`src/rtl/pwm_meter_pkg.sv`:
```
// Shared constants and FSM encoding for the PWM duty-cycle meter.
package pwm_meter_pkg;

  localparam int DUTY_SCALE = 1000;
  localparam int DUTY_W     = 10;
  localparam int DIV_CYCLES = 10;
  localparam int FILT_LEN   = 3;

  typedef enum logic {
    IDLE    = 1'b0,
    MEASURE = 1'b1
  } state_t;

endpackage

```
`src/rtl/pwm_seq_divider.sv`:
```
// Restoring shift-subtract divider producing a DUTY_W-bit quotient, one bit per cycle.
module pwm_seq_divider
  import pwm_meter_pkg::*;
#(
  parameter int CNT_W = 16
) (
  input  logic                    clk,
  input  logic                    rst,
  input  logic                    start,
  input  logic [CNT_W+DUTY_W-1:0] numerator,
  input  logic [CNT_W-1:0]        denominator,
  output logic                    busy,
  output logic                    done,
  output logic [DUTY_W-1:0]       quotient
);

  logic [CNT_W-1:0]  rem_q;
  logic [CNT_W-1:0]  den_q;
  logic [DUTY_W-1:0] low_q;
  logic [DUTY_W-1:0] quo_q;
  logic [3:0]        iter_q;
  logic [CNT_W:0]    trial;
  logic [CNT_W:0]    diff;
  logic              bit_n;

  // Quotient never exceeds 1000 < 2^DUTY_W, so the upper numerator bits
  // are already smaller than the denominator and seed the remainder directly.
  always_comb begin
    trial = {rem_q, low_q[DUTY_W-1]};
    diff  = trial - {1'b0, den_q};
    bit_n = (trial >= {1'b0, den_q});
  end

  assign done     = busy && (iter_q == 4'(DIV_CYCLES - 1));
  assign quotient = {quo_q[DUTY_W-2:0], bit_n};

  always_ff @(posedge clk) begin
    if (rst) begin
      busy   <= 1'b0;
      iter_q <= '0;
    end else if (start && !busy) begin
      busy   <= 1'b1;
      iter_q <= '0;
    end else if (busy) begin
      iter_q <= iter_q + 4'd1;
      if (done) busy <= 1'b0;
    end
  end

  always_ff @(posedge clk) begin
    if (start && !busy) begin
      rem_q <= numerator[CNT_W+DUTY_W-1:DUTY_W];
      low_q <= numerator[DUTY_W-1:0];
      den_q <= denominator;
      quo_q <= '0;
    end else if (busy) begin
      rem_q <= bit_n ? diff[CNT_W-1:0] : trial[CNT_W-1:0];
      low_q <= {low_q[DUTY_W-2:0], 1'b0};
      quo_q <= quotient;
    end
  end

endmodule

```
`src/rtl/pwm_duty_meter.sv`:
```
// Measures period, high time and per-mille duty of an asynchronous PWM line.
// Optional PWM_GLITCH_FILTER_EN adds a 3-sample stability filter after the synchronizer.
module pwm_duty_meter
  import pwm_meter_pkg::*;
#(
  parameter int CNT_W       = 16,
  parameter int SYNC_STAGES = 2
) (
  input  logic              clk,
  input  logic              rst,
  input  logic              pwm_in,
  output logic [CNT_W-1:0]  period,
  output logic [CNT_W-1:0]  high_time,
  output logic [DUTY_W-1:0] duty,
  output logic              duty_valid,
  output logic              timeout,
  output logic              overrun
);

  localparam logic [CNT_W-1:0] CNT_MAX    = '1;
  localparam logic [CNT_W-1:0] IDLE_LIMIT = CNT_MAX - 1'b1;

  logic [SYNC_STAGES-1:0]  sync_p0;
  logic                    synced;
  logic                    level;
  logic                    level_prev;
  logic                    rise;
  state_t                  state_q, state_d;
  logic [CNT_W-1:0]        cnt_p_q, cnt_p_d;
  logic [CNT_W-1:0]        cnt_h_q, cnt_h_d;
  logic [CNT_W-1:0]        idle_q, idle_d;
  logic                    capture;
  logic                    tmo_fire;
  logic [CNT_W-1:0]        cap_p_p1, cap_h_p1;
  logic [CNT_W+DUTY_W-1:0] num_p0;
  logic                    div_busy, div_done;
  logic [DUTY_W-1:0]       div_quot;

  // Stage: input synchronizer
  always_ff @(posedge clk) begin
    if (rst) sync_p0 <= '0;
    else     sync_p0 <= {sync_p0[SYNC_STAGES-2:0], pwm_in};
  end
  assign synced = sync_p0[SYNC_STAGES-1];

`ifdef PWM_GLITCH_FILTER_EN
  logic [FILT_LEN-2:0] hist_p0;
  logic                filt_p0;

  always_ff @(posedge clk) begin
    if (rst) begin
      hist_p0 <= '0;
      filt_p0 <= 1'b0;
    end else begin
      hist_p0 <= {hist_p0[FILT_LEN-3:0], synced};
      if (&{hist_p0, synced})       filt_p0 <= 1'b1;
      else if (~|{hist_p0, synced}) filt_p0 <= 1'b0;
    end
  end
  assign level = filt_p0;
`else
  assign level = synced;
`endif

  always_ff @(posedge clk) begin
    if (rst) level_prev <= 1'b0;
    else     level_prev <= level;
  end
  assign rise = level & ~level_prev;

  // Stage: measurement FSM and counters
  always_comb begin
    state_d  = state_q;
    cnt_p_d  = cnt_p_q;
    cnt_h_d  = cnt_h_q;
    idle_d   = idle_q;
    capture  = 1'b0;
    tmo_fire = 1'b0;
    case (state_q)
      IDLE: begin
        cnt_p_d = '0;
        cnt_h_d = '0;
        if (rise) begin
          state_d = MEASURE;
          cnt_p_d = {{(CNT_W-1){1'b0}}, 1'b1};
          cnt_h_d = {{(CNT_W-1){1'b0}}, 1'b1};
          idle_d  = '0;
        end else if (idle_q == IDLE_LIMIT) begin
          tmo_fire = 1'b1;
          idle_d   = '0;
        end else begin
          idle_d = idle_q + 1'b1;
        end
      end
      MEASURE: begin
        if (rise) begin
          capture = 1'b1;
          cnt_p_d = {{(CNT_W-1){1'b0}}, 1'b1};
          cnt_h_d = {{(CNT_W-1){1'b0}}, 1'b1};
        end else if (cnt_p_q == CNT_MAX) begin
          tmo_fire = 1'b1;
          state_d  = IDLE;
          cnt_p_d  = '0;
          cnt_h_d  = '0;
          idle_d   = '0;
        end else begin
          cnt_p_d = cnt_p_q + 1'b1;
          cnt_h_d = cnt_h_q + {{(CNT_W-1){1'b0}}, level};
        end
      end
      default: state_d = IDLE;
    endcase
  end

  always_ff @(posedge clk) begin
    if (rst) begin
      state_q <= IDLE;
      cnt_p_q <= '0;
      cnt_h_q <= '0;
      idle_q  <= '0;
    end else begin
      state_q <= state_d;
      cnt_p_q <= cnt_p_d;
      cnt_h_q <= cnt_h_d;
      idle_q  <= idle_d;
    end
  end

  // Stage: capture into the divider; captures arriving while busy are dropped
  assign num_p0 = (CNT_W+DUTY_W)'(cnt_h_q) * (CNT_W+DUTY_W)'(DUTY_SCALE);

  always_ff @(posedge clk) begin
    if (capture && !div_busy) begin
      cap_p_p1 <= cnt_p_q;
      cap_h_p1 <= cnt_h_q;
    end
  end

  pwm_seq_divider #(
    .CNT_W(CNT_W)
  ) u_div (
    .clk         (clk),
    .rst         (rst),
    .start       (capture),
    .numerator   (num_p0),
    .denominator (cnt_p_q),
    .busy        (div_busy),
    .done        (div_done),
    .quotient    (div_quot)
  );

  // Stage: result registers
  always_ff @(posedge clk) begin
    if (rst) begin
      period     <= '0;
      high_time  <= '0;
      duty       <= '0;
      duty_valid <= 1'b0;
      timeout    <= 1'b0;
      overrun    <= 1'b0;
    end else begin
      duty_valid <= 1'b0;
      if (capture && div_busy) overrun <= 1'b1;
      if (rise) timeout <= 1'b0;
      if (tmo_fire) begin
        timeout    <= 1'b1;
        period     <= CNT_MAX;
        high_time  <= level ? CNT_MAX : '0;
        duty       <= level ? DUTY_W'(DUTY_SCALE) : '0;
        duty_valid <= 1'b1;
      end else if (div_done) begin
        period     <= cap_p_p1;
        high_time  <= cap_h_p1;
        duty       <= div_quot;
        duty_valid <= 1'b1;
      end
    end
  end

endmodule

```
`config.mk`:
```
export PLATFORM = sky130hd
export DESIGN_NAME = pwm_duty_meter
export DESIGN_NICKNAME = d
export VERILOG_FILES = /design/src/rtl/pwm_meter_pkg.sv /design/src/rtl/pwm_seq_divider.sv /design/src/rtl/pwm_duty_meter.sv
export SDC_FILE = /design/constraint.sdc
export NUM_CORES = 1
export LEC_CHECK = 0
export CAP_MARGIN = 20
export CORE_ASPECT_RATIO = 1.1
export CORE_MARGIN = 3
export CORE_UTILIZATION = 40
export DETAILED_ROUTE_END_ITERATION = 10
export PLACE_DENSITY_LB_ADDON = 0.08
export SLEW_MARGIN = 30
export SYNTH_ARGS = -nofsm -noshare
export SYNTH_HDL_FRONTEND = slang
export SYNTH_SLANG_ARGS = --single-unit
```
`constraint.sdc`:
```
create_clock -name clk -period 4.95 [get_ports clk]
set_input_delay 0.495 -clock clk [delete_from_list [all_inputs] [get_ports clk]]
set_output_delay 0.495 -clock clk [all_outputs]
set_load 0.01 [all_outputs]
```
**Word-level counts from Yosys, hierarchy flattened**

Cells that the tools add are included.

- Output and inout bits: 45
- Latch bits: 0
- Memory bits (writable): 0
- Memories kept: 0
- Memory bits (read-only): 0
- Register bits: 166

- Divide/modulo/power cells: 0
- Equal/unequal tests: 5
- Order comparisons: 1
- Reduce and logical (&&, ||, !) cells: 9
- Add/subtract/negate cells: 5
- Mux-type cells: 42
- Bitwise operators: 3
- Shift-type cells: 0
- Multipliers: 1

Operators by type and width:

| kind | count |
|---|---|
| 16-bit 2-to-1 mux | 16 |
| 16-bit case mux with 2 select lines | 3 |
| 10-bit 2-to-1 mux | 5 |
| 16-bit by 1-bit adder with 16-bit output (second input constant) | 2 |
| 16-bit equality test (second input constant) | 2 |
| 16-bit by 7-bit multiplier with 23-bit output (second input constant) | 1 |
| 17-bit by 16-bit greater-or-equal comparator with 1-bit output | 1 |
| 16-bit by 1-bit adder with 16-bit output | 1 |
| 1-bit 2-to-1 mux | 16 |
| 16-bit subtractor | 1 |
| 2-bit nonzero test | 3 |
| 4-bit by 1-bit adder with 4-bit output (second input constant) | 1 |
| 4-bit equality test (second input constant) | 1 |
| 1-bit case mux with 2 select lines | 2 |
| 1-bit logical AND | 3 |
| 2-bit by 1-bit inequality test with 1-bit output (second input constant) | 1 |
| 2-bit inequality test (second input constant) | 1 |
| 1-bit inverter | 2 |
| 2-bit AND reduction | 1 |
| 2-bit OR reduction | 1 |
| 1-bit AND | 1 |
| 1-bit zero test | 1 |

**Logic depth before layout (Yosys ltp)**

- Word-level depth: 6
- Mapped depth: 16

**Modules after synthesis**

A second synthesis with hierarchy kept.

- Cell total of the unflattened synthesis: 1024
- Area total of the unflattened synthesis: 10623.9 um^2

Modules (own cells, without submodules):

| module | cells an instance | area an instance (um^2) | times used |
|---|---|---|---|
| pwm_duty_meter | 719 | 7567.3 | 1 |
| pwm_seq_divider | 305 | 3056.7 | 1 |

**Worst setup path before layout**

No wires, ideal clock.

- Kind: register -> register
- From: reg cnt_h_q[6]
- To: reg u_div.rem_q[13], data pin
- Library setup time: 0.261 ns
- Stages on the path, launching flop included: 15
- Arrival: 4.486 ns
- Path slack: 0.203 ns
- Buffers on the path: 0
- Clock period less this slack: 4.747 ns
- Cells stage by stage: dfxtp_1 -> inv_1 -> fa_1 -> fa_1 -> fa_1 -> fa_1 -> inv_1 -> ha_1 -> a21o_1 -> a31o_2 -> a221o_1 -> o2111ai_1 -> a31oi_1 -> xor2_1 -> a221o_1

- Word-level cells in the longest chain between the ends: 2

RTL lines:

| element | RTL line | source |
|---|---|---|
| start, declared | pwm_duty_meter.sv:30 | `logic [CNT_W-1:0] cnt_h_q, cnt_h_d;` |
| start signal, assigned | pwm_duty_meter.sv:124 | `cnt_h_q <= cnt_h_d;` |
| 16-bit by 7-bit multiplier with 23-bit output | pwm_duty_meter.sv:130 | `assign num_p0 = (CNT_W+DUTY_W)'(cnt_h_q) * (CNT_W+DUTY_W)'(DUTY_SCALE);` |
| 16-bit 2-to-1 mux | pwm_seq_divider.sv:51 | `if (start && !busy) begin` |
| end signal, assigned | pwm_seq_divider.sv:52 | `rem_q <= numerator[CNT_W+DUTY_W-1:DUTY_W];` |
| end signal, assigned | pwm_seq_divider.sv:57 | `rem_q <= bit_n ? diff[CNT_W-1:0] : trial[CNT_W-1:0];` |
| end, declared | pwm_seq_divider.sv:17 | `logic [CNT_W-1:0] rem_q;` |

No other way between the ends.
A chain may end at the register's enable or synchronous reset.

**Worst setup path in the final report**

- From: reg cnt_h_q[7]
- To: reg u_div.rem_q[13], data pin

Same word-level chain as after synthesis.

==> results.toml <==
[run_status]
status = "finished clean"

[worst_setup_path]
critPathKind = "reg2reg"
required_ps = 5130
cpMostUsedCell = "fa_1"
crit_path_max_fanout = 5
end_kind = "flop"
slowest_stage = "fa_1"
crit_chain = "inv_2 -> fa_1 -> fa_1 -> fa_1 -> fa_1 -> inv_1 -> ha_1 -> a21o_1 -> a31o_2 -> a221o_1 -> o2111ai_2 -> a31oi_1 -> xor2_1 -> a221o_1"
worst-path-buf-inv = 2
arrival_ps = 4840
start_kind = "flop"
crit_family = "adder cells"
crit_path_max_incr_delay_ps = 540

[clock_tree]
htree_levels = 4
cts_tree = "built"
cts.clk_slew.worst_paths_ps = 70
cts_buffer_depth = 2
clk_latency_ps = 420
ctsHoldBuffers = 0
clock_sinks = 166
post_cts_buffers = 0
cts_made_buffers = 17
cts_resized = 0
root_buffer = "clkbuf_16"

[final_layout]
nFillCells = 2330
fin_area_sq_mm = 0.0113
drive_gt1_share_pct = 6.52
final_core_util_pct = 47.4
area_growth_pct = 15.0
final_nets = 1210
layout_common_cells = "nand2_1 (136), dfxtp_1 (110), inv_1 (95)"
mostFrequentLayoutCell = "nand2_1"
antennaDiodeCount = 0

[power]
power_mw = 2.88
power_density_mw_per_mm2 = 254
leakagePower_nw = 4.51
ir_worst_vdd_uv = 173

[timing]
min_period_ps = 4660
fin_crit_sh_pct = 94.2
finalHoldViolations = 0
fin_ws_ps = 289
max_freq_mhz = 215
grt_setup_unrepaired = "true"
worst_pin_slew_ps = 890
finalMaxSlewViolations = 0
hold_ws_ps = 458
finalClockSkew_ps = 9.73
setup_viol = 0
maxSlewHeadroom_pct = 40.6

[drt]
detail_route.wl_per_cell_microns = 15.9
routed_wirelength_microns = 22100
first_pass_iters = 5
via_per_inst = 5.16
drt_iter0_drc = 338
drc = 0
vias = 7200
antenna_left = 0

[min_path]
hold_path.class = "reg2reg"

[die]
num_rows = 59
dieArea_sq_mm = 0.0266
core_sq_mm = 0.0239
die_w_microns = 156
die_y_microns = 171
start_util_pct = 41.2
io_pins = 48

[placement]
port_buffers = 47
pre_cts_ws_ps = 68.8
finalWeightedCongestion = 0.823
dpl_cell_area_sq_mm = 0.0107
hpwl_microns = 16800

[logic_synthesis]
synth_warnings = 0
ys_types = 59
synth.net_count = 1162
netlist_area_sq_mm = 0.00986
yosysSeqAreaShare_pct = 39.3
netlist_instances = 1028
avgSynthCellArea_sq_um = 9.59
synthArstFlopShare_pct = 0
ys_ff_latch = 166
synth-edff-count = 55
ys.flop_type = "dfxtp_1"

[grt]
grt_overflow = 0
grt_pass1_vias = 7323
grt_usage_pct = 17.6
grt_antenna_before_repair = 0
grt_first_pass_wirelength_microns = 37800
grt_max_degree = 51

[run]
cap_violations = 0
==> synthesized netlist by cell type, types with 2 or more instances <==
| library cell | number | share of area (%) |
|---|---|---|
| o21ai_0 | 24 | 1.2 |
| buf_2 | 4 | 0.20 |
| o31ai_1 | 2 | 0.15 |
| a211oi_1 | 7 | 0.53 |
| a21o_1 | 13 | 0.99 |
| o2111ai_1 | 2 | 0.18 |
| edfxtp_1 | 55 | 17 |
| mux2_1 | 2 | 0.23 |
| clkbuf_1 | 32 | 1.2 |
| a31oi_1 | 50 | 3.2 |
| o21ai_1 | 4 | 0.20 |
| nor3_1 | 14 | 0.71 |
| o21a_1 | 3 | 0.23 |
| o21bai_1 | 3 | 0.23 |
| a22o_1 | 9 | 0.80 |
| fa_1 | 55 | 11 |
| dfxtp_1 | 111 | 23 |
| nor2b_1 | 10 | 0.63 |
| buf_6 | 2 | 0.23 |
| a221o_1 | 6 | 0.61 |
| nor2_1 | 88 | 3.4 |
| inv_1 | 102 | 3.9 |
| and3_1 | 7 | 0.44 |
| a22oi_1 | 3 | 0.23 |
| a21oi_1 | 38 | 1.9 |
| nand2_1 | 136 | 5.2 |
| nor3b_1 | 2 | 0.15 |
| nand4b_1 | 2 | 0.18 |
| ha_1 | 76 | 9.6 |
| nand4_1 | 12 | 0.76 |
| nand3_1 | 25 | 1.3 |
| o211ai_1 | 5 | 0.38 |
| a31o_2 | 3 | 0.27 |
| a221oi_1 | 2 | 0.18 |
| xor2_1 | 34 | 3.0 |
| nand2b_1 | 7 | 0.44 |
| and4_1 | 5 | 0.44 |
| xnor2_1 | 35 | 3.1 |
| mux2i_1 | 12 | 1.2 |
| or3_1 | 7 | 0.44 |
==> metrics by stage <==
step	setup TNS [ps]	std cells
floorplan	0	1028
global placement	0	1362
detailed placement	0	1362
CTS	0	1394
global route	-0.578	1394
finish	0	1394
==> cell type report <==
class	instances	area [sq um]	share of cell area [%]
inverter	103	387	3.41
sequential	166	3870	34.2
timing repair buffer	68	628	5.54
clock inverter	12	130	1.15
tap	305	382	3.37
clock buffer	20	479	4.23
multi-input combinational	720	5450	48.1
==> report_power, final <==
group | switching (mW) | internal (mW)
registers | 0.0125 | 1.41
clock network | 0.596 | 0.771
logic | 0.0492 | 0.0324
total | 0.658 | 2.22
==> worst reg2reg max path: stages, from the launching register on <==
cell and delay (ps):
dfxtp_1 390, inv_2 100, fa_1 540, fa_1 440, fa_1 490, fa_1 510
inv_1 40, ha_1 290, a21o_1 190, a31o_2 210, a221o_1 360, o2111ai_2 220
a31oi_1 130, xor2_1 150, a221o_1 350
==> final timing paths <==
check                         from                   endpoint  slack (ps)  cells after the start
max reg2reg  cnt_h_q[7]$_SDFF_PP0_  u_div.rem_q[13]$_DFFE_PP_         290                     14
min           duty[4]$_SDFFE_PP0P_       duty[4]$_SDFFE_PP0P_         460                      2
min reg2reg   duty[4]$_SDFFE_PP0P_       duty[4]$_SDFFE_PP0P_         460                      2
max          cnt_h_q[7]$_SDFF_PP0_  u_div.rem_q[13]$_DFFE_PP_         290                     14
==> registers in the layout (all words and copies together) (netlist names), 10 cells and up <==
name	flops
cap_h_p1	16
cnt_h_q	16
cnt_p_q	16
high_time	16
idle_q	16
period	16
u_div.den_q	16
u_div.rem_q	16
duty	10
==> routing by layer <==
metal | share of wire, % | routed length (microns) | vias to the layer above | global-route usage [%]
li1 | - | - | 3619 | -
met1 | 50 | 11100 | 3481 | 25.0
met2 | 46 | 10200 | 88 | 28.7
met3 | 2.6 | 570 | 12 | 2.38
met4 | 0.93 | 206 | 0 | 4.00
met5 | 0 | 0 | - | 0
==> logic make-up after synthesis <==
group                      after synthesis  synth area share (%)
and+or+nand+nor                        325                  14.8
AOI/OAI and AO/OA                      180                  11.8
DFF                                    166                  39.3
buffers and inverters                  142                  5.61
adders and majority gates              131                  20.8
xor gates and xnor gates                69                  6.13
muxes                                   15                  1.56
Power figures use the tool's default switching activity.
